`src/rtl/serial_adder.sv`:
```
// Digit-serial W-bit adder: D bits per clock, carry held between steps, valid/ready on both sides.
// Optional subtraction is enabled by defining SERIAL_ADDER_SUB_EN.
module serial_adder #(
  parameter int W = 16,
  parameter int D = 4
) (
  input  logic         clk,
  input  logic         rst_n,
  input  logic         in_valid,
  output logic         in_ready,
  input  logic [W-1:0] a,
  input  logic [W-1:0] b,
  input  logic         c_in,
  input  logic         sub,
  output logic         out_valid,
  input  logic         out_ready,
  output logic [W-1:0] sum,
  output logic         c_out,
  output logic         ovf
);

  localparam int N  = W / D;
  localparam int CW = (N > 1) ? $clog2(N) : 1;

  generate
    if (W < 2 || (W % D) != 0) begin : g_bad_cfg
      $error("serial_adder: W must be >= 2 and a multiple of D");
    end
  endgenerate

  typedef enum logic [1:0] {IDLE, RUN, DONE} state_t;

  state_t          state_reg, state_next;
  logic [W-1:0]    a_reg, b_reg, s_reg;
  logic [W-1:0]    a_shift, b_shift, s_next;
  logic            carry_reg;
  logic [CW-1:0]   cnt_reg;
  logic [W-1:0]    sum_reg;
  logic            c_out_reg, ovf_reg;
  logic [D-1:0]    a_dig, b_dig, dig_sum;
  logic            dig_carry, msb_carry_in;
  logic            accept, last_step, sub_eff;

`ifdef SERIAL_ADDER_SUB_EN
  assign sub_eff = sub;
`else
  logic sub_unused;
  assign sub_unused = sub;
  assign sub_eff    = 1'b0;
`endif

  assign accept    = in_valid & in_ready;
  assign last_step = (cnt_reg == CW'(N - 1));

  // Operands shift right one digit per step, so the active digit is always the low one.
  assign a_dig = a_reg[D-1:0];
  assign b_dig = b_reg[D-1:0];
  assign {dig_carry, dig_sum} = {1'b0, a_dig} + {1'b0, b_dig} + {{D{1'b0}}, carry_reg};
  // On the last step the digit's MSB is bit W-1; its incoming carry is a^b^s there.
  assign msb_carry_in = a_dig[D-1] ^ b_dig[D-1] ^ dig_sum[D-1];

  generate
    if (N == 1) begin : g_single
      assign a_shift = a_reg;
      assign b_shift = b_reg;
      assign s_next  = dig_sum;
    end else begin : g_multi
      assign a_shift = {{D{1'b0}}, a_reg[W-1:D]};
      assign b_shift = {{D{1'b0}}, b_reg[W-1:D]};
      assign s_next  = {dig_sum, s_reg[W-1:D]};
    end
  endgenerate

  always_ff @(posedge clk or negedge rst_n) begin
    if (!rst_n) begin
      state_reg <= IDLE;
    end else begin
      state_reg <= state_next;
    end
  end

  always_comb begin
    state_next = state_reg;
    case (state_reg)
      IDLE:    if (accept) state_next = RUN;
      RUN:     if (last_step) state_next = DONE;
      DONE:    if (out_ready) state_next = IDLE;
      default: state_next = IDLE;
    endcase
  end

  always_comb begin
    in_ready  = (state_reg == IDLE);
    out_valid = (state_reg == DONE);
  end

  always_ff @(posedge clk or negedge rst_n) begin
    if (!rst_n) begin
      a_reg     <= '0;
      b_reg     <= '0;
      s_reg     <= '0;
      carry_reg <= 1'b0;
      cnt_reg   <= '0;
      sum_reg   <= '0;
      c_out_reg <= 1'b0;
      ovf_reg   <= 1'b0;
    end else if (accept) begin
      a_reg     <= a;
      b_reg     <= sub_eff ? ~b : b;
      carry_reg <= sub_eff ? 1'b1 : c_in;
      cnt_reg   <= '0;
    end else if (state_reg == RUN) begin
      a_reg     <= a_shift;
      b_reg     <= b_shift;
      s_reg     <= s_next;
      carry_reg <= dig_carry;
      cnt_reg   <= cnt_reg + CW'(1);
      if (last_step) begin
        sum_reg   <= s_next;
        c_out_reg <= dig_carry;
        ovf_reg   <= dig_carry ^ msb_carry_in;
      end
    end
  end

  assign sum   = sum_reg;
  assign c_out = c_out_reg;
  assign ovf   = ovf_reg;

endmodule

```
`config.mk`:
```
export PLATFORM = sky130hd
export DESIGN_NAME = serial_adder
export DESIGN_NICKNAME = d
export VERILOG_FILES = /design/src/rtl/serial_adder.sv
export SDC_FILE = /design/constraint.sdc
export NUM_CORES = 1
export LEC_CHECK = 0
export CAP_MARGIN = 5
export CORE_UTILIZATION = 55
export DETAILED_ROUTE_END_ITERATION = 8
export GPL_ROUTABILITY_DRIVEN = 1
export PLACE_DENSITY_LB_ADDON = 0.2
export SYNTH_ARGS = -nofsm -noshare
export SYNTH_HDL_FRONTEND = slang
export SYNTH_SLANG_ARGS = --single-unit
```
`constraint.sdc`:
```
create_clock -name clk -period 5.1 [get_ports clk]
set_input_delay 0.765 -clock clk [delete_from_list [all_inputs] [get_ports clk]]
set_output_delay 0.765 -clock clk [all_outputs]
set_load 0.01 [all_outputs]
```
* After elaboration in Yosys (flattened, before gate mapping) *
Cells that the tools add are included.
Widths: inputs -> output; s select.

operators by class
  $add $sub $neg = 3
  equality and inequality tests = 6
  muxes and demuxes = 12
  bitwise gates (word level) = 5
  reductions and logical operators = 5

operator list
  cell                 number
  $mux 16              4
  $mux 2               5
  $pmux 2 s3           1
  $reduce_and 3->1     2
  $add 4x4->5          1
  $add 5x1->5          1
  $eq 2x2->1 const B   2
  $ne 2x1->1 const B   2
  $xor 1x1->1          3
  $add 2x1->2 const B  1
  $eq 2x1->1 const B   1
  $logic_not 2->1      1
  $mux 1               2
  $ne 2x2->1 const B   1
  $reduce_and 2->1     1
  $reduce_bool 2->1    1
  $and 1x1->1          1
  $not 1->1            1

word-level totals
  bits in registers = 71
  input bits = 38
  output and inout port bits = 20
  logic and storage cells = 40

* Logic depth before layout (Yosys ltp) *
Gate-level depths: netlist (run 1).

  depth after elaboration = 4
  mapped depth = 7
  depth with buffers taken out = 7

* Least setup slack after synthesis (run 1) *
No wires, ideal clock.

  path kind = register to register
  start point = reg a_reg[0]
  end point = reg ovf_reg, in the netlist ovf
  setup time = 0.127 ns
  arrival time = 1.505 ns
  data required time = 4.973 ns
  setup slack = 3.467 ns
  cell stages (with the launch flop) = 8
  buffers on the path = 0
  period minus slack after synthesis = 1.633 ns
  path through = dfrtp_1 -> fa_1 -> inv_1 -> fa_1 -> nand2b_1 -> o2bb2ai_1 -> xnor2_1 -> o21ai_0

between the ends
  longest elaborated chain between the ends = 4

RTL lines
  item                    line  source
  from (decl)             34    logic [W-1:0] a_reg, b_reg, s_reg;
  from (signal assigned)  113   a_reg <= a_shift;
  $add 4x4->5 (*)         58    assign {dig_carry, dig_sum} = {1'b0, a_dig} + {1'b0, b_dig} + {{D{1'b0}}, carry_reg};
  $add 5x1->5 (*)         58
  $xor 1x1->1             60    assign msb_carry_in = a_dig[D-1] ^ b_dig[D-1] ^ dig_sum[D-1];
  $xor 1x1->1 (*)         121   ovf_reg <= dig_carry ^ msb_carry_in;
  to (signal assigned)    121
  to (decl)               39    logic c_out_reg, ovf_reg;

Mark *: on every way between the ends. The rest lies on a longest branch, timed or not.
A chain may end at the register's enable or synchronous reset.

* Worst setup path after layout (run 1) *
  start point = in in_valid
  end point = reg b_reg[1]

between the ends
  longest elaborated chain between the ends = 2
  elaborated cells between the ends (all ways) = 3
  classes of those cells = mux (1); bitwise (1); reduce/logical (1)

RTL lines
  item                                                 line  source
  from (decl)                                          9     input logic in_valid,
  $and 1x1->1 (*)                                      52    assign accept = in_valid & in_ready;
  $mux 16 / $reduce_bool 2->1 (equally long branches)  -
  to (signal assigned)                                 109   b_reg <= sub_eff ? ~b : b;
  to (signal assigned)                                 114   b_reg <= b_shift;
  to (decl)                                            34

Marked as above.

==> impl_metrics.toml, run 1 <==
[power]
power_density_nw_per_um2 = 629
ir_worst_vdd_mv = 0.304
leakage_nw = 1.76

[die]
die_x_um = 74.2
core_um2 = 4880
num_rows = 25
die_h_um = 74.2
start_util_pct = 58.8
die_area_um2 = 5510
ios = 58

[worst_setup_path]
crit_type = "in -> reg"
worstPathRequired_ns = 5.31
end_kind = "flip-flop"
cp_slowest_cell = "nor3b_4"
cp_data_arrival_time_ns = 2.70
slowest_delay_ns = 0.70
cp-start-kind = "input port"
crit_chain = "clkdlybuf4s50_1, nor3b_4, buf_4, nor3_1, a221o_1"
critPathMaxFanout = 24

[clock_network]
cts_buffers = 9
cts_sinks = 67
cts_hold_buf = 0
postCtsSetupBuffers = 0
h-tree-depth = 3
tritoncts = "done"
clockBufferDepth = 2
cts-resized-gates = 0
worstSkewPairLatency_ns = 0.33
cts.clk_slew.worst_paths_ns = 0.07
root_buffer = "clkbuf_8"

[sta]
rsz0062_at_grt = "false"
finalHoldViolCount = 0
worst_pin_slew_ns = 0.943
drv_slew = 0
setup_viol = 0
relSlewSlack_pct = 37.1
fin_tns_setup_ns = 0
finalWorstPathRequiredPeriod_ns = 2.49
fmax_ghz = 0.402
finalCritPeriodShare_pct = 48.8
fin_worst_skew_ns = 0.00497
whs_ns = 0.477

[finish]
drive_gt1_share_pct = 10.7
diodes = 0
layout.nets = 366
area.growth.synth_to_final_pct = 26.9

[routing]
drtPass1Iterations = 4
detail-route-antenna-nets = 0
drt-initial-drc-count = 95
routedWlPerCell_um = 12.7
routed-via-count = 2031
drc_errors = 0
vias_per_cell = 5.15
finalWirelength_um = 5000

[synthesis]
synth_nets = 312
ys_seq_area_share_pct = 58.4
netlist_instances = 268
yosys_warnings = 0
synth_edf_count = 0
netlist-cell-type-count = 27
ys.flop_type = "dfrtp_1"
syn_area_um2 = 2870
async_reset_ff_share_pct = 100
synth-seq-cells = 67
avgSynthCellArea_um2 = 10.7

[grt]
grt_start_max_net_pins = 68
grt_pass1_vias = 1931
grt-ovfl-total = 0
antenna_found_initial = 0
grt_first_pass_wirelength_um = 8650
grt_use_total_pct = 21.2

[placed_design]
place_congestion = 0.731
io_buffers = 56
hpwlAfterDp_um = 3280

[worst_hold_path]
hp-class = "reg -> reg"

[run_status]
status = "finished clean"

[flow_run]
drv_cap = 0
[final cells by class]
type / count / area (µm²)
Tap cell: 67 / 83.8
Sequential cell: 67 / 1680
Clock buffer: 10 / 128
Timing Repair Buffer: 58 / 571
Fill cell: 364 / 1240
Clock inverter: 6 / 80.1
Multi-Input combinational cell: 181 / 1080
Inverter: 5 / 18.8
[routing by layer]
metal  wire (µm)  vias to the layer above  share of wire, %  global-route usage, %
met5           0                        -                 0                      0
met4          85                        0               1.7                   8.81
met3         246                        9               4.9                   5.42
met2        2380                       56                48                   34.0
met1        2280                      963                46                   27.6
li1            -                     1003                 -                      -
[synthesized netlist by cell type (2+ instances only)]
cell	instances	area share, %
a221o_1	2	0.70
buf_6	2	0.78
buf_2	10	1.7
xor2_1	2	0.61
dfrtp_1	67	58
a22oi_1	23	6.0
nand2b_1	3	0.65
mux2_2	4	1.6
fa_1	2	1.4
o21ai_0	20	3.5
nand2_1	98	13
mux2_4	9	4.7
nor3_1	2	0.35
ha_1	4	1.7
nor2_1	3	0.39
buf_4	2	0.52
inv_1	5	0.65
[worst max-delay path: cells and delay by family]
family	cells	cell delay, ns
AND/OR/NAND/NOR	2	0.77
buffers and inverters	2	0.86
AO/OA/AOI/OAI	1	0.29
[power breakdown]
group          total, mW  switching (mW)  leakage [nW]  internal (mW)
Combinational      0.924           0.488         0.797          0.436
Sequential         0.907           0.141         0.855          0.766
Clock              0.458           0.186         0.110          0.272
Total               2.29           0.815          1.76           1.47
[per-stage QoR]
step | utilization [%] | cells | worst slack [ns] | total power, mW | cell area, µm²
detailed placement | 70.4 | 378 | 2.27 | 1.85 | 3430
global placement | 70.4 | 378 | 2.27 | 1.81 | 3430
CTS | 74.6 | 394 | 2.62 | 2.32 | 3640
finish | 74.6 | 394 | 2.61 | 2.29 | 3640
floorplan | - | 268 | 3.47 | 1.58 | 2870
global route | 74.6 | 394 | 2.48 | 2.47 | 3640
[cell families (layout without fill, tap and decap cells)]
kind of cell               count (synthesis)  count (layout)  share of synthesized area [%]
xor gates and xnor gates                   3               3                          0.916
AOI/OAI and AO/OA                         48              48                           10.9
DFF                                       67              67                           58.4
buffers and inverters                     20              79                           3.84
and+or+nand+nor                          110             110                           16.1
adders and majority gates                  6               6                           3.14
muxes                                     14              14                           6.63
[final timing paths]
check / startpoint / endpoint / slack, ns / cells past startpoint
worst min-delay path: a_reg[6] / a_reg[6] / 0.48 / 2
min in group asynchronous: rst_n / s_reg[7] / 0.61 / 2
worst max register to register: state_reg[0] / sum[8] / 2.95 / 3
max in group asynchronous: rst_n / c_out / 3.95 / 2
worst max-delay path: in_valid / b_reg[1] / 2.61 / 5
worst min register to register: a_reg[6] / a_reg[6] / 0.48 / 2
[cell usage in the layout (no fill, tap or decap), types with 4 or more instances in the layout]
cell type,instances
clkdlybuf4s50_1,55
clkbuf_8,9
ha_1,4
a22oi_1,23
dfrtp_1,67
nand2_1,98
clkinv_2,4
o21ai_0,20
mux2_2,4
mux2_4,9
inv_1,5
Power figures use the tool's default switching activity.
==> run 2: changes to the inputs <==
- CORE_UTILIZATION: 55 -> 46
- clock period: 5.1 -> 2.18 ns (I/O delays scaled with it)
==> run 2 against run 1 <==
  * Sequential power is 130% higher
  * Sequential cell count stayed put
  * Cell area is 2.5% higher
  * Utilization is 12 points lower
  * Register-to-register slack worse by 2.5 ns
  * Sequential share of layout area is 1.1 points lower
  * Largest cell class unchanged
  * Highest routed layer unchanged
==> impl_metrics.toml, run 2 (same netlist as run 1, synthesis figures left out) <==
[run_status]
status = "finished clean"

[clock_network]
cts.clk_slew.worst_paths_ns = 0.07
clockBufferDepth = 2
tritoncts = "done"
cts_buffers = 9
root_buffer = "clkbuf_8"
cts_sinks = 67
h-tree-depth = 3
worstSkewPairLatency_ns = 0.34

[sta]
setup_viol = 0
relSlewSlack_pct = 64.8
worst_pin_slew_ns = 0.528
fmax_ghz = 0.528
rsz0062_at_grt = "false"
finalHoldViolCount = 0
whs_ns = 0.475
finalWorstPathRequiredPeriod_ns = 1.89
fin_tns_setup_ns = 0
finalCritPeriodShare_pct = 86.9
drv_slew = 0
fin_worst_skew_ns = 0.00960

[grt]
grt_use_met2_pct = 29.7
grt_first_pass_wirelength_um = 9230
grt_use_total_pct = 19.1
antenna_found_initial = 0
grt_start_max_net_pins = 27
grtUsageMet3_pct = 6.85
top_usage_layer = "met2"
grt_pass1_vias = 2002
grt-ovfl-total = 0
grtUsageMet1_pct = 24.2

[placed_design]
place_congestion = 0.708
io_buffers = 56
hpwlAfterDp_um = 3590
dp_cells = 391

[worst_setup_path]
cp-startpoint = "state_reg[0]"
end_kind = "output pin"
crit_chain = "nand2b_1, inv_1, clkdlybuf4s50_1"
crit_type = "reg -> out"
critPathMaxFanout = 6
cp_top_family = "buffers and inverters"
slowest_delay_ns = 0.53
cp_data_arrival_time_ns = 1.57
cp_slowest_cell = "clkdlybuf4s50_1"
r2r-start = "a_reg[0]"
path_buf_inv = 2
cp-start-kind = "flip-flop"
worstPathRequired_ns = 1.85

[finish]
nFillCells = 516
fin_util_pct = 62.7
finalNonFillerCells = 408
layout_commonest_cell = "nand2_1"
multi_input_area_um2 = 1080
regArea_um2 = 1680
diodes = 0
drive_gt1_share_pct = 11.7
layout_common_cells = "nand2_1 (98), dfrtp_1 (67), clkdlybuf4s50_1 (55)"
layout.nets = 372
area.growth.synth_to_final_pct = 30.1

[routing]
drt-initial-drc-count = 78
detail-route-antenna-nets = 0
drc_errors = 0
vias_per_cell = 5.07
routed-via-count = 2069
finalWirelength_um = 5260
routedWlPerCell_um = 12.9
drtPass1Iterations = 4

[die]
die_area_um2 = 6560
die_h_um = 81.0
num_rows = 28
die_x_um = 81.0
start_util_pct = 48.2
ios = 58
core_um2 = 5960

[power]
leakage_nw = 1.80
ir_worst_vdd_mv = 0.615
power_density_nw_per_um2 = 1500
total_power_mw = 5.59

[worst_hold_path]
hp-class = "reg -> reg"
hold_path_startpoint = "b_reg[6]"

[flow_run]
drv_cap = 0
[run 2: where the power goes]
part | internal [mW] | switching [mW]
registers | 1.79 | 0.334
logic | 1.08 | 1.14
clock network | 0.792 | 0.456
total | 3.66 | 1.93
[run 2: path summary, 6_finish.rpt]
path	depth (start not counted)	endpoint	slack, ns
hold / removal	2	b_reg[6]	0.48
hold reg to reg	2	b_reg[6]	0.48
max in group asynchronous	3	s_reg[9]	0.94
min in group asynchronous	2	sum[1]	0.49
setup reg to reg	7	ovf	0.43
setup / recovery	3	out_valid	0.29
[run 2: cell type report]
type	count	share of cell area, %
clock buffers	12	3.89
clock inverters	4	2.61
inverters	5	0.503
multi-input cells	181	29.0
flip-flops and latches	67	44.9
well taps	75	2.51
repair buffers	64	16.6
[run 2: worst reg2reg max path: stages (launching register included)]
cell and delay (ns):
dfrtp_1 0.41, fa_1 0.45, inv_1 0.08, fa_1 0.19
nand2b_1 0.11, o2bb2ai_1 0.17, xnor2_1 0.15, o21ai_0 0.08
[run 2: through the flow]
stage               instance area, µm²  worst slack (ns)
floorplan                         2870             0.547
global placement                  3480             0.412
detailed placement                3480             0.393
CTS                               3730             0.262
global route                      3730             0.217
finish                            3730             0.286
[run 2: timing repair]
action / 4_1_cts / 5_1_grt
buffers inserted: 0 / 0
hold buffers: 1 / 0
resized for setup: 0 / 0
setup endpoints to repair: 0 / 0
endpoints found under the hold margin: 22 / 0
[run 2: routing by layer]
| metal | share of wire, % | wire length [µm] | vias to the layer above |
|---|---|---|---|
| met5 | 0 | 0 | - |
| met4 | 1.8 | 97 | 0 |
| met3 | 6.0 | 316 | 10 |
| met2 | 47 | 2460 | 58 |
| met1 | 45 | 2390 | 983 |
| li1 | - | - | 1018 |
==> run 3: changes to the inputs <==
- CORE_UTILIZATION: 46 -> 51
- clock period: 2.18 -> 2.1 ns (I/O delays scaled with it)
==> run 3 against run 2 <==
  * The run now ends with hold timing left
  * First-iteration DRC count rose by 24%
  * Sequential power rose by 4%
  * Clock power fell by 26%
  * Clock skew fell by 0.0027 ns
  * Worst setup slack got worse by 0.046 ns
  * Non-clock buffer count fell by 2
  * Sequential share of layout area rose by 1.0 points
  * Register-to-register slack got worse by 0.09 ns
  * Worst hold slack got worse by 0.48 ns
  * Largest cell class unchanged
  * Sequential cell count did not move
  * Count of clock-buffer cells in the layout rose by 2
  * Cell area fell by 2.2%
==> impl_metrics.toml, run 3 (same netlist as run 1, synthesis figures left out) <==
[worst_setup_path]
critPathMaxFanout = 6
cp_data_arrival_time_ns = 1.55
cp-startpoint = "state_reg[0]"
reg2reg_to = "ovf"
end_kind = "output pin"
crit_end = "out_valid"
r2r-start = "a_reg[0]"
crit_type = "reg -> out"
reg2regPathDepth = 7
worstPathRequired_ns = 1.78
cp-start-kind = "flip-flop"
r2r_slack_ns = 0.34

[finish]
area.growth.synth_to_final_pct = 27.2
diodes = 0
layout_commonest_cell = "nand2_1"
drive_gt1_share_pct = 11.2
fin_util_pct = 69.3
layout_common_cells = "nand2_1 (98), dfrtp_1 (67), clkdlybuf4s50_1 (55)"
finalNonFillerCells = 401
layout.nets = 370

[flow_run]
drv_cap = 0

[grt]
grt_start_max_net_pins = 68
grt-ovfl-total = 0
grt_pass1_vias = 1916
grt_use_total_pct = 19.9
grt_first_pass_wirelength_um = 9050
antenna_found_initial = 0

[routing]
vias_per_cell = 5.15
dr_wl_met2_um = 2520
detail-route-antenna-nets = 0
top_layer = "met4"
routed-via-count = 2065
routedWlPerCell_um = 13.0
wl_met1_um = 2320
drtPass1Iterations = 4
drt-initial-drc-count = 97
wl_met3_um = 307
finalWirelength_um = 5210
drc_errors = 0

[clock_network]
root_buffer = "clkbuf_8"
tritoncts = "done"
cts_buffers = 9
postCtsSetupBuffers = 0
worstSkewPairLatency_ns = 0.32
h-tree-depth = 3
cts.clk_slew.worst_paths_ns = 0.07
clockBufferDepth = 2
cts_sinks = 67
cts_hold_buf = 0
cts-resized-gates = 0

[sta]
fmax_ghz = 0.537
relSlewSlack_pct = 64.3
setup_viol = 0
rsz0062_at_grt = "false"
finalWorstPathRequiredPeriod_ns = 1.86
setup_slack_ns = 0.239
finalHoldViolCount = 2
fin_tns_setup_ns = 0
drv_slew = 0
whs_ns = -0.00683
finalCritPeriodShare_pct = 88.6
worst_pin_slew_ns = 0.535
fin_worst_skew_ns = 0.00688

[power]
ir_worst_vdd_mv = 0.731
leakage_nw = 1.77
power_density_nw_per_um2 = 1500

[die]
core_um2 = 5270
start_util_pct = 54.5
ios = 58
die_x_um = 77.0
die_h_um = 77.0
die_area_um2 = 5930
num_rows = 26

[placed_design]
dp_cells = 385
place_ws_ns = 0.296
io_buffers = 56
hpwlAfterDp_um = 3490
place_congestion = 0.743

[run_status]
status = "finished with violations"
violations = "hold timing"

[worst_hold_path]
hp-class = "in -> async"
run 3: worst min path at each step:
| stage | cells past startpoint | slack, ns | end |
|---|---|---|---|
| floorplan | 0 | 0.02 | a_reg[0] |
| finish | 2 | -0.007 | sum[1] |
| global route | 2 | 0.01 | sum[1] |
| global placement | 2 | 0.36 | sum[1] |
| detailed placement | 2 | 0.36 | sum[1] |
| CTS | 2 | 0.003 | sum[1] |
run 3: cell type report:
type | count | area, µm²
sequential | 67 | 1680
fill | 418 | 1620
multi-input combinational | 181 | 1080
timing repair buffer | 62 | 613
clock buffer | 14 | 163
tap | 70 | 87.6
inverter | 5 | 18.8
clock inverter | 2 | 10.0
run 3: report_power, final:
part	total (mW)	switching, mW	leakage (nW)	internal, mW
combinational	2.33	1.21	0.822	1.12
clock	0.923	0.432	0.0905	0.491
sequential	2.21	0.344	0.855	1.86
run 3: stage by stage:
stage / total power, mW / area, µm² / hold slack, ns
after CTS: 5.53 / 3650 / 0.00323
final: 5.46 / 3650 / -0.00683
after detailed placement: 4.59 / 3480 / 0.360
after floorplan: 3.83 / 2870 / 0.0194
after global routing: 5.93 / 3650 / 0.0104
after global placement: 4.49 / 3480 / 0.361
run 3: worst max-delay path: stages, from the launching register on:
cell and delay, ns:
dfrtp_1 0.46, nand2b_1 0.19, inv_1 0.06, clkdlybuf4s50_1 0.52
run 3: routing by layer:
metal,vias to the layer above,global-route usage (%)
met4,0,8.49
met1,987,26.8
met2,59,30.2
li1,1014,-
met5,-,0
met3,5,5.60
